### src/rtl/pc_fetch_unit.sv
// Program counter / fetch-address stage with one MIPS branch delay slot and halt freeze.
// Latency: next sequential address 1 cycle after the edge; jump target 2 enabled cycles after the jump.
// Backpressure: clk_enable=0 stalls the stage and holds PC, pending target and state.
module pc_fetch_unit #(
    parameter logic [31:0] RESET_VECTOR = 32'hBFC00000
) (
    input  logic        clk,
    input  logic        reset,
    input  logic        clk_enable,
    input  logic [31:0] instr_word,
    input  logic        Branch,
    input  logic        halt,
    input  logic [31:0] rs_data,
    output logic [31:0] instr_address,
    output logic [31:0] link_address,
    output logic        active,
    output logic        in_delay_slot
);

    typedef enum logic [1:0] {
        ST_RUN    = 2'd0,
        ST_DELAY  = 2'd1,
        ST_HALTED = 2'd2
    } state_t;

    state_t      state_q;
    state_t      state_d;
    logic [31:0] pc_q;
    logic [31:0] pc_d;
    logic [31:0] target_q;
    logic [31:0] target_d;

    logic [31:0] pc_plus4;
    logic [31:0] branch_target;
    logic        is_jr;

    // rs_data[1:0] is deliberately dropped: JR targets are forced word-aligned.
    logic        unused_rs_low;
    assign unused_rs_low = ^rs_data[1:0];

    assign pc_plus4 = pc_q + 32'd4;

    // Opcode 0 with Branch asserted can only be JR; everything else is J/JAL.
    assign is_jr = (instr_word[31:26] == 6'd0);

    // Jump target formed from the instruction currently on the fetch bus.
    always_comb begin
        branch_target = '0;
        if (is_jr) begin
            branch_target = {rs_data[31:2], 2'b00};
        end else begin
            branch_target = {pc_plus4[31:28], instr_word[25:0], 2'b00};
        end
    end

    // Next-state logic: halt beats everything, a pending delay-slot target beats a new Branch.
    always_comb begin
        state_d  = state_q;
        pc_d     = pc_q;
        target_d = target_q;
        if (clk_enable) begin
            unique case (state_q)
                ST_HALTED: begin
                    // Frozen until reset.
                end
                ST_RUN: begin
                    if (halt) begin
                        state_d = ST_HALTED;
                    end else if (Branch) begin
                        pc_d     = pc_plus4;
                        target_d = branch_target;
                        state_d  = ST_DELAY;
                    end else begin
                        pc_d = pc_plus4;
                    end
                end
                ST_DELAY: begin
                    if (halt) begin
                        // Halting in the delay slot abandons the jump.
                        state_d  = ST_HALTED;
                        target_d = '0;
                    end else begin
                        // Any Branch seen in the slot is ignored; the earlier jump wins.
                        pc_d    = target_q;
                        state_d = ST_RUN;
                    end
                end
                default: begin
                    state_d = ST_RUN;
                end
            endcase
        end
    end

    // State register; reset takes precedence over clk_enable.
    always_ff @(posedge clk) begin
        if (reset) begin
            state_q  <= ST_RUN;
            pc_q     <= RESET_VECTOR;
            target_q <= '0;
        end else begin
            state_q  <= state_d;
            pc_q     <= pc_d;
            target_q <= target_d;
        end
    end

    assign instr_address = pc_q;
    assign link_address  = pc_q + 32'd8;
    assign active        = (state_q != ST_HALTED);
    assign in_delay_slot = (state_q == ST_DELAY);

endmodule

### config.mk
export PLATFORM = sky130hd
export DESIGN_NAME = pc_fetch_unit
export DESIGN_NICKNAME = d
export VERILOG_FILES = /design/src/rtl/pc_fetch_unit.sv
export SDC_FILE = /design/constraint.sdc
export NUM_CORES = 1
export LEC_CHECK = 0
export CELL_PAD_IN_SITES_DETAIL_PLACEMENT = 1
export CELL_PAD_IN_SITES_GLOBAL_PLACEMENT = 1
export CORE_MARGIN = 4
export CORE_UTILIZATION = 35
export CTS_CLUSTER_SIZE = 16
export DETAILED_ROUTE_END_ITERATION = 10
export GPL_TIMING_DRIVEN = 0
export PLACE_DENSITY = 0.95
export SLEW_MARGIN = 15
export SYNTH_ARGS = -nofsm -noshare
export SYNTH_HDL_FRONTEND = slang
export SYNTH_SLANG_ARGS = --single-unit
### constraint.sdc
create_clock -name clk -period 3.4 [get_ports clk]
set_input_delay 0.34 -clock clk [delete_from_list [all_inputs] [get_ports clk]]
set_output_delay 0.34 -clock clk [all_outputs]
set_load 0.02 [all_outputs]
# Word level (Yosys, flattened, before mapping)

Cells that the tools add are included.

Register bits after elaboration: 66
Output and inout port bits: 66
Word-level logic and storage cells: 32
Bits of input ports: 69

Muxes and demuxes: 12
Equal/unequal tests: 8
Bitwise gates (word level): 1
Reductions and logical operators: 6
$add $sub $neg: 2

Operator list:

| cell                                           | number |
|---|---|
| 2-to-1 mux 32 bit                              | 6 |
| one-hot mux 32 bit (2 select lines)            | 2 |
| adder 32 x 3 -> 32 bit (second input constant) | 1 |
| adder 32 x 4 -> 32 bit (second input constant) | 1 |
| inequality test 2 bit (second input constant)  | 5 |
| logical NOT 6 bit                              | 1 |
| 2-to-1 mux 2 bit                               | 3 |
| one-hot mux 2 bit (3 select lines)             | 1 |
| AND reduction 5 bit                            | 1 |
| AND reduction 4 bit                            | 1 |
| inequality test 3 bit (second input constant)  | 1 |
| AND reduction 3 bit                            | 1 |
| == test 2 x 1 -> 1 bit (second input constant) | 1 |
| == test 2 bit (second input constant)          | 1 |
| logical NOT 2 bit                              | 1 |
| nonzero test 2 bit                             | 1 |
| inverter 1 bit                                 | 1 |

# Depth between registers and ports, before layout

Gate-level depths: netlist of the first run.

Word-level depth: 5
Depth in mapped cells: 8
Depth with buffers taken out: 6

# Worst setup path before layout of the first run

OpenSTA, ideal clock, no wires.

Path type: register to output
Start point: register pc_q[4] (netlist: instr_address[4])
End point: output link_address[23]
Slack: 0.897 ns
Data arrival time: 2.163 ns
Required time: 3.060 ns
Cell stages (with the launch flop): 8
Buffers on the path: 1
Cells stage by stage: dfxtp_1 > ha_1 > nand3_1 > nor3_1 > and2_0 > clkbuf_1 > nand3_1 > xnor2_1

Longest elaborated chain between the ends: 1

RTL lines:

| what                     | RTL line | source |
|---|---|---|
| start: declaration       | 28       | `logic [31:0] pc_q;` |
| start signal: assignment | 103      | `pc_q <= pc_d;` |
| adder 32 x 4 -> 32 bit   | 109      | `assign link_address = pc_q + 32'd8;` |
| end: declaration         | 15       | `output logic [31:0] link_address,` |

No other way between the ends.

# Worst setup path after layout of the first run

Start point: register pc_q[3] (netlist: instr_address[3])
End point: output link_address[25]

Same word-level chain as after synthesis.

==> results of run 1 <==
cells by family after synthesis:
logic type	after synthesis	share of synthesized area
compound gates	126	0.212
xor+xnor	29	0.0639
fa+ha+maj	2	0.00630
buf+inv	57	0.0627
flops	62	0.312
mux	30	0.0847
other cells	1	0.000944
simple gates	205	0.257
flip-flops by register name, summed over array words and instances, names as in the netlist:
signal / flops
state_q: 2
target_q: 30
instr_address: 30
power by group:
part	internal [W]	total [W]	switching (W)	leakage, nW
clock	0.000576	0.000967	0.000390	0.147
sequential	0.000746	0.000768	0.0000219	0.503
combinational	0.000151	0.000298	0.000147	1.50
total	0.00147	0.00203	0.000559	2.15
area by class of cell:
cell class                 count  share of cell area
clock buffer                   9              0.0389
clock inverter                 7              0.0134
buffer                        50              0.0389
multi-input combinational    396               0.438
tap                          140              0.0303
timing repair buffer         128               0.221
inverter                       7             0.00454
sequential                    62               0.215
layer usage:
layer | track usage | part of all wire
met1 | 0.299 | 0.39
met3 | 0.0772 | 0.093
met5 | 0 | 0
met2 | 0.418 | 0.49
met4 | 0.103 | 0.030
layout by cell type, fill, tap and decap left out, types with 6 or more instances in the layout:
cell type / n
nor2_1: 70
clkbuf_1: 28
a22oi_1: 29
a211oi_1: 6
xnor2_1: 17
buf_2: 13
xor2_1: 12
a31oi_1: 7
nand4_1: 18
and3_1: 12
nand3_1: 25
buf_4: 6
o211ai_1: 10
dfxtp_1: 61
nor3_1: 12
o21ai_0: 23
inv_1: 6
clkdlybuf4s50_1: 127
nand2_1: 34
mux2_2: 29
a21oi_1: 25
clkbuf_16: 9
how the worst max path moves through the flow:
| stage | start | endpoint | slack [ps] | cells past startpoint |
|---|---|---|---|---|
| floorplan | instr_address[4] | link_address[23] | 900 | 7 |
| global placement | instr_address[3] | link_address[31] | 140 | 8 |
| detailed placement | instr_address[3] | link_address[25] | 20 | 8 |
| CTS | instr_address[9] | link_address[26] | 60 | 6 |
| global route | instr_address[7] | link_address[26] | 9 | 7 |
| finish | instr_address[3] | link_address[25] | 190 | 8 |
worst register-to-register path, cell delays in order (launching register included):
cell,delay (ps)
dfxtp_1,490
ha_1,260
nand3_1,310
or4_1,530
buf_2,200
nor2_2,190
nand4_1,140
a211oi_1,270
stage by stage:
stage          power, W  std cells
4_1_cts         0.00203        798
2_1_floorplan  0.000920        515
3_3_place_gp    0.00106        782
6_report        0.00203        799
3_5_place_dp    0.00108        782
5_1_grt         0.00210        799
timing repair:
item / CTS / global route
pin swaps: 0 / 1
cloned: 0 / 0
gates resized for setup: 4 / 7
setup endpoints to repair: 6 / 11
buffers inserted: 0 / 1
endpoints found under the hold margin: 0 / 0
==> results.sh, run 1 <==
export IMPL_multiInputGateArea_um2=2530
export IMPL_dieArea_um2=13100
export IMPL_finClkSkew_ps=9.29
export IMPL_antenna_left=0
export IMPL_clockBufferDepth=2
export IMPL_die_x_um=115
export IMPL_grt_ovfl_total=0
export IMPL_vias=4710
export IMPL_grt_pass1_wl_mm=26.1
export IMPL_dr_pass1_iters=5
export IMPL_n_antenna_cell=0
export IMPL_syn_to_final_growth_pct=45.6
export IMPL_vdd_drop_max_uv=280
export IMPL_worst_r2r_setup_slack_ps=920
export IMPL_timing_rr_start="instr_address[2]"
export IMPL_min_to="instr_address[3]"
export IMPL_place_ws_ps=17.5
export IMPL_fin_nets=725
export IMPL_r2r_cells=7
export IMPL_synth_edff_count=0
export IMPL_drc=0
export IMPL_slew_violations=0
export IMPL_async_flop_share=0
export IMPL_fp_dieH_um=115
export IMPL_rsz0062_at_grt="no"
export IMPL_slew_limit_headroom=0.566
export IMPL_slowest_stage="clkdlybuf4s50_1"
export IMPL_worstSkewPairLatency_ps=350
export IMPL_synth_area_leader_cell="dfxtp_1"
export IMPL_fillers=1346
export IMPL_critPathKind="register to output port"
export IMPL_hold_path_depth=2
export IMPL_clockRootBuffer="clkbuf_16"
export IMPL_setup_viol=0
export IMPL_rows=38
export IMPL_required_ps=3060
export IMPL_cts_sinks=62
export IMPL_postPlaceCellArea_um2=5430
export IMPL_start_util=0.362
export IMPL_cts_hold_buf=0
export IMPL_powerDensity_nw_per_um2=351
export IMPL_final_util=0.527
export IMPL_grt_pass1_vias=4991
export IMPL_htreeDepth=3
export IMPL_cts_inserted_buffers=9
export IMPL_seq_area_um2=1240
export IMPL_drive_gt1_frac=0.121
export IMPL_critPathMaxStageDelay_ps=640
export IMPL_yosysWarnings=0
export IMPL_worst_pin_slew_ps=648
export IMPL_cp_cell_sequence="ha_1 > nand3_2 > nor3_4 > and2_0 > clkbuf_2 > nand3_1 > xnor2_1 > clkdlybuf4s50_1"
export IMPL_synthCells=512
export IMPL_worstHoldStart="target_q[3]"
export IMPL_routedWlPerCell_um=20.4
export IMPL_yosys_top_cells_count="nor2_1 (71), dfxtp_1 (62), nand2_1 (34)"
export IMPL_fin_worst_hold_slack_ps=500
export IMPL_ys_seq_elements=62
export IMPL_clock_fmax_mhz=311
export IMPL_cts_reportedPaths_clkPinSlew_ps=60
export IMPL_crit_fanout=6
export IMPL_antenna_found_initial=0
export IMPL_synth_area_leaders="dfxtp_1 (31%), mux2_2 (8.2%), nor2_1 (6.7%), a22oi_1 (5.5%), xnor2_1 (3.7%)"
export IMPL_cts_tree="done"
export IMPL_period_minus_slack_ps=3210
export IMPL_first_iter_violations=350
export IMPL_setup_tns_ps=0
export IMPL_grtUsageTotal=0.251
export IMPL_start_kind="register"
export IMPL_synth_top_area_share=0.312
export IMPL_coreArea_um2=11000
export IMPL_arrival_ps=2870
export IMPL_synth_yosys_seq_area_share=0.312
export IMPL_p_leak_nw=2.15
export IMPL_dpl_hpwl_mm=12.3
export IMPL_grt_max_degree=14
export IMPL_setup_ws_ps=187
export IMPL_hp_class="register to register"
export IMPL_regToRegEndpoint="instr_address[18]"
export IMPL_netlist_area_um2=3970
export IMPL_fin_area_um2=5780
export IMPL_postSynthAreaPerCell_um2=7.76
export IMPL_vias_per_cell=5.89
export IMPL_crit_family="buffers and inverters"
export IMPL_ioPinCount=135
export IMPL_synth_top_flop_cell="dfxtp_1"
export IMPL_port_buffers=127
export IMPL_endpoint_kind="output port"
export IMPL_drv_cap=0
export IMPL_final_period_utilization=0.945
export IMPL_yosysMostFrequentCell="nor2_1"
export IMPL_cp_num_buf_inv=2
export IMPL_status="completed"
export IMPL_hold_viol=0
export IMPL_drt_total_wl_mm=16.3
export IMPL_place_congestion=0.901
export IMPL_ys_types=55
No activity file was read; power rests on OpenSTA's default activity.
==> run 2, diff against run 1 <==
--- a/config.mk
+++ b/config.mk
@@ -11,9 +11,9 @@
 export CORE_UTILIZATION = 35
 export CTS_CLUSTER_SIZE = 16
 export DETAILED_ROUTE_END_ITERATION = 10
-export GPL_TIMING_DRIVEN = 0
 export PLACE_DENSITY = 0.95
 export SLEW_MARGIN = 15
 export SYNTH_ARGS = -nofsm -noshare
 export SYNTH_HDL_FRONTEND = slang
 export SYNTH_SLANG_ARGS = --single-unit
+export TNS_END_PERCENT = 100
==> run 2 against run 1 <==
  * Combinational power down 7.4%
  * Worst setup slack better by 26 ps
  * Maximum frequency up 0.80%
  * Clock skew down 1.7 ps
  * Sequential power up 1%
  * First-iteration DRC count up 18%
  * Design area down 3.3%
  * Clock power down 10%
  * Register-to-register slack worse by 140 ps
  * Critical path depth down 2
  * Critical path type unchanged
  * Hold slack better by 4.4 ps
==> results.sh, run 2 (synthesis gave the netlist of run 1 again) <==
export IMPL_syn_to_final_growth_pct=40.8
export IMPL_worst_pin_slew_ps=1030
export IMPL_setup_ws_ps=212
export IMPL_regToRegEndpoint="target_q[31]"
export IMPL_powerDensity_nw_per_um2=343
export IMPL_endpoint_kind="output port"
export IMPL_crit_fanout=9
export IMPL_timing_rr_start="instr_address[4]"
export IMPL_clock_fmax_mhz=314
export IMPL_htreeDepth=3
export IMPL_n_antenna_cell=0
export IMPL_slowest_stage="clkdlybuf4s50_1"
export IMPL_place_congestion=0.863
export IMPL_start_util=0.362
export IMPL_coreArea_um2=11000
export IMPL_fp_dieH_um=115
export IMPL_rsz0062_at_grt="no"
export IMPL_cts_reportedPaths_clkPinSlew_ps=60
export IMPL_vias=4561
export IMPL_fin_area_um2=5590
export IMPL_clockRootBuffer="clkbuf_16"
export IMPL_drive_gt1_frac=0.108
export IMPL_grtUsageTotal=0.243
export IMPL_cts_inserted_buffers=9
export IMPL_antenna_found_initial=0
export IMPL_slew_violations=0
export IMPL_critPathKind="register to output port"
export IMPL_grt_pass1_vias=4685
export IMPL_worstSkewPairLatency_ps=330
export IMPL_status="completed"
export IMPL_cts_hold_buf=0
export IMPL_port_buffers=128
export IMPL_drc=0
export IMPL_finClkSkew_ps=7.55
export IMPL_vias_per_cell=6.01
export IMPL_slew_limit_headroom=0.314
export IMPL_routedWlPerCell_um=20.9
export IMPL_postPlaceCellArea_um2=5300
export IMPL_hp_class="register to register"
export IMPL_antenna_left=0
export IMPL_final_common_cell="clkdlybuf4s50_1"
export IMPL_worst_r2r_setup_slack_ps=780
export IMPL_cts_tree="done"
export IMPL_fin_worst_hold_slack_ps=504
export IMPL_die_x_um=115
export IMPL_final_period_utilization=0.938
export IMPL_final_cell_mix="clkdlybuf4s50_1 (127), nor2_1 (70), dfxtp_1 (61), nand2_1 (34)"
export IMPL_clockBufferDepth=2
export IMPL_cp_startpoint="instr_address[9]"
export IMPL_seq_area_um2=1240
export IMPL_fillers=1320
export IMPL_crit_end="link_address[26]"
export IMPL_setup_tns_ps=0
export IMPL_grt_ovfl_total=0
export IMPL_p_leak_nw=2.05
export IMPL_required_ps=3060
export IMPL_multiInputGateArea_um2=2520
export IMPL_place_ws_ps=435
export IMPL_rows=38
export IMPL_critPathMaxStageDelay_ps=620
export IMPL_start_kind="register"
export IMPL_period_minus_slack_ps=3190
export IMPL_r2r_cells=6
export IMPL_cts_sinks=62
export IMPL_grt_max_degree=55
export IMPL_ioPinCount=135
export IMPL_arrival_ps=2850
export IMPL_post_cts_buffers=0
export IMPL_grt_pass1_wl_mm=25.5
export IMPL_dpl_hpwl_mm=10.9
export IMPL_drv_cap=0
export IMPL_dr_pass1_iters=5
export IMPL_cp_cell_sequence="nand4_4 > or2_2 > nor4_4 > nand3_1 > xnor2_1 > clkdlybuf4s50_1"
export IMPL_fin_nets=685
export IMPL_setup_viol=0
export IMPL_hold_viol=0
export IMPL_first_iter_violations=413
export IMPL_vdd_drop_max_uv=191
export IMPL_dieArea_um2=13100
export IMPL_drt_total_wl_mm=15.9
## run 2: cell types whose count changed in the layout (fill, tap and decap cells not counted), sizes merged
cell	previous run	this run
buf	21	11
bufinv	1	0
clkbuf	39	13
clkinv	2	4
clkinvlp	1	0
inv	10	6
## run 2: critical path: cells and delay by family (launching register included)
family,cells,cell delay [ps]
xor gates and xnor gates,1,160
buffers and inverters,1,620
DFF,1,530
and+or+nand+nor,4,1200
## run 2: per-stage QoR
stage	util	instances	power, W
after floorplan	-	515	0.000920
after global placement	0.482	743	0.00105
after detailed placement	0.482	743	0.00106
after CTS	0.508	759	0.00192
after global routing	0.509	759	0.00197
final	0.509	759	0.00192
## run 2: how the worst min path moves through the flow
stage | start | end | slack (ps) | cells past startpoint
floorplan | target_q[21] | instr_address[21] | 450 | 2
global placement | target_q[2] | instr_address[2] | 460 | 2
detailed placement | target_q[2] | instr_address[2] | 470 | 2
CTS | target_q[28] | target_q[28] | 500 | 2
global route | target_q[2] | instr_address[2] | 530 | 2
finish | target_q[28] | target_q[28] | 500 | 2
## run 2: area by class of cell
type	instances	area share
clock buffers	13	0.0465
inverters	7	0.00470
repair buffers	138	0.242
clock inverters	3	0.00336
well taps	140	0.0313
flip-flops and latches	62	0.222
multi-input cells	396	0.450
## run 2: report_power, final
part	switching, W	internal [W]
Sequential	0.0000295	0.000747
Combinational	0.000132	0.000144
Clock	0.000337	0.000532
## run 2: routing by layer
layer | routed length, um | track usage | vias to the layer above
met4 | 584 | 0.103 | 0
met3 | 1290 | 0.0476 | 48
met5 | 0 | 0 | -
li1 | - | - | 2069
met2 | 7600 | 0.390 | 259
met1 | 6420 | 0.316 | 2185
## run 2: timing repair
item                                    CTS  global route
endpoints found under the setup margin    0            10
gates resized for setup                   0             5
hold endpoints to repair                  0             0
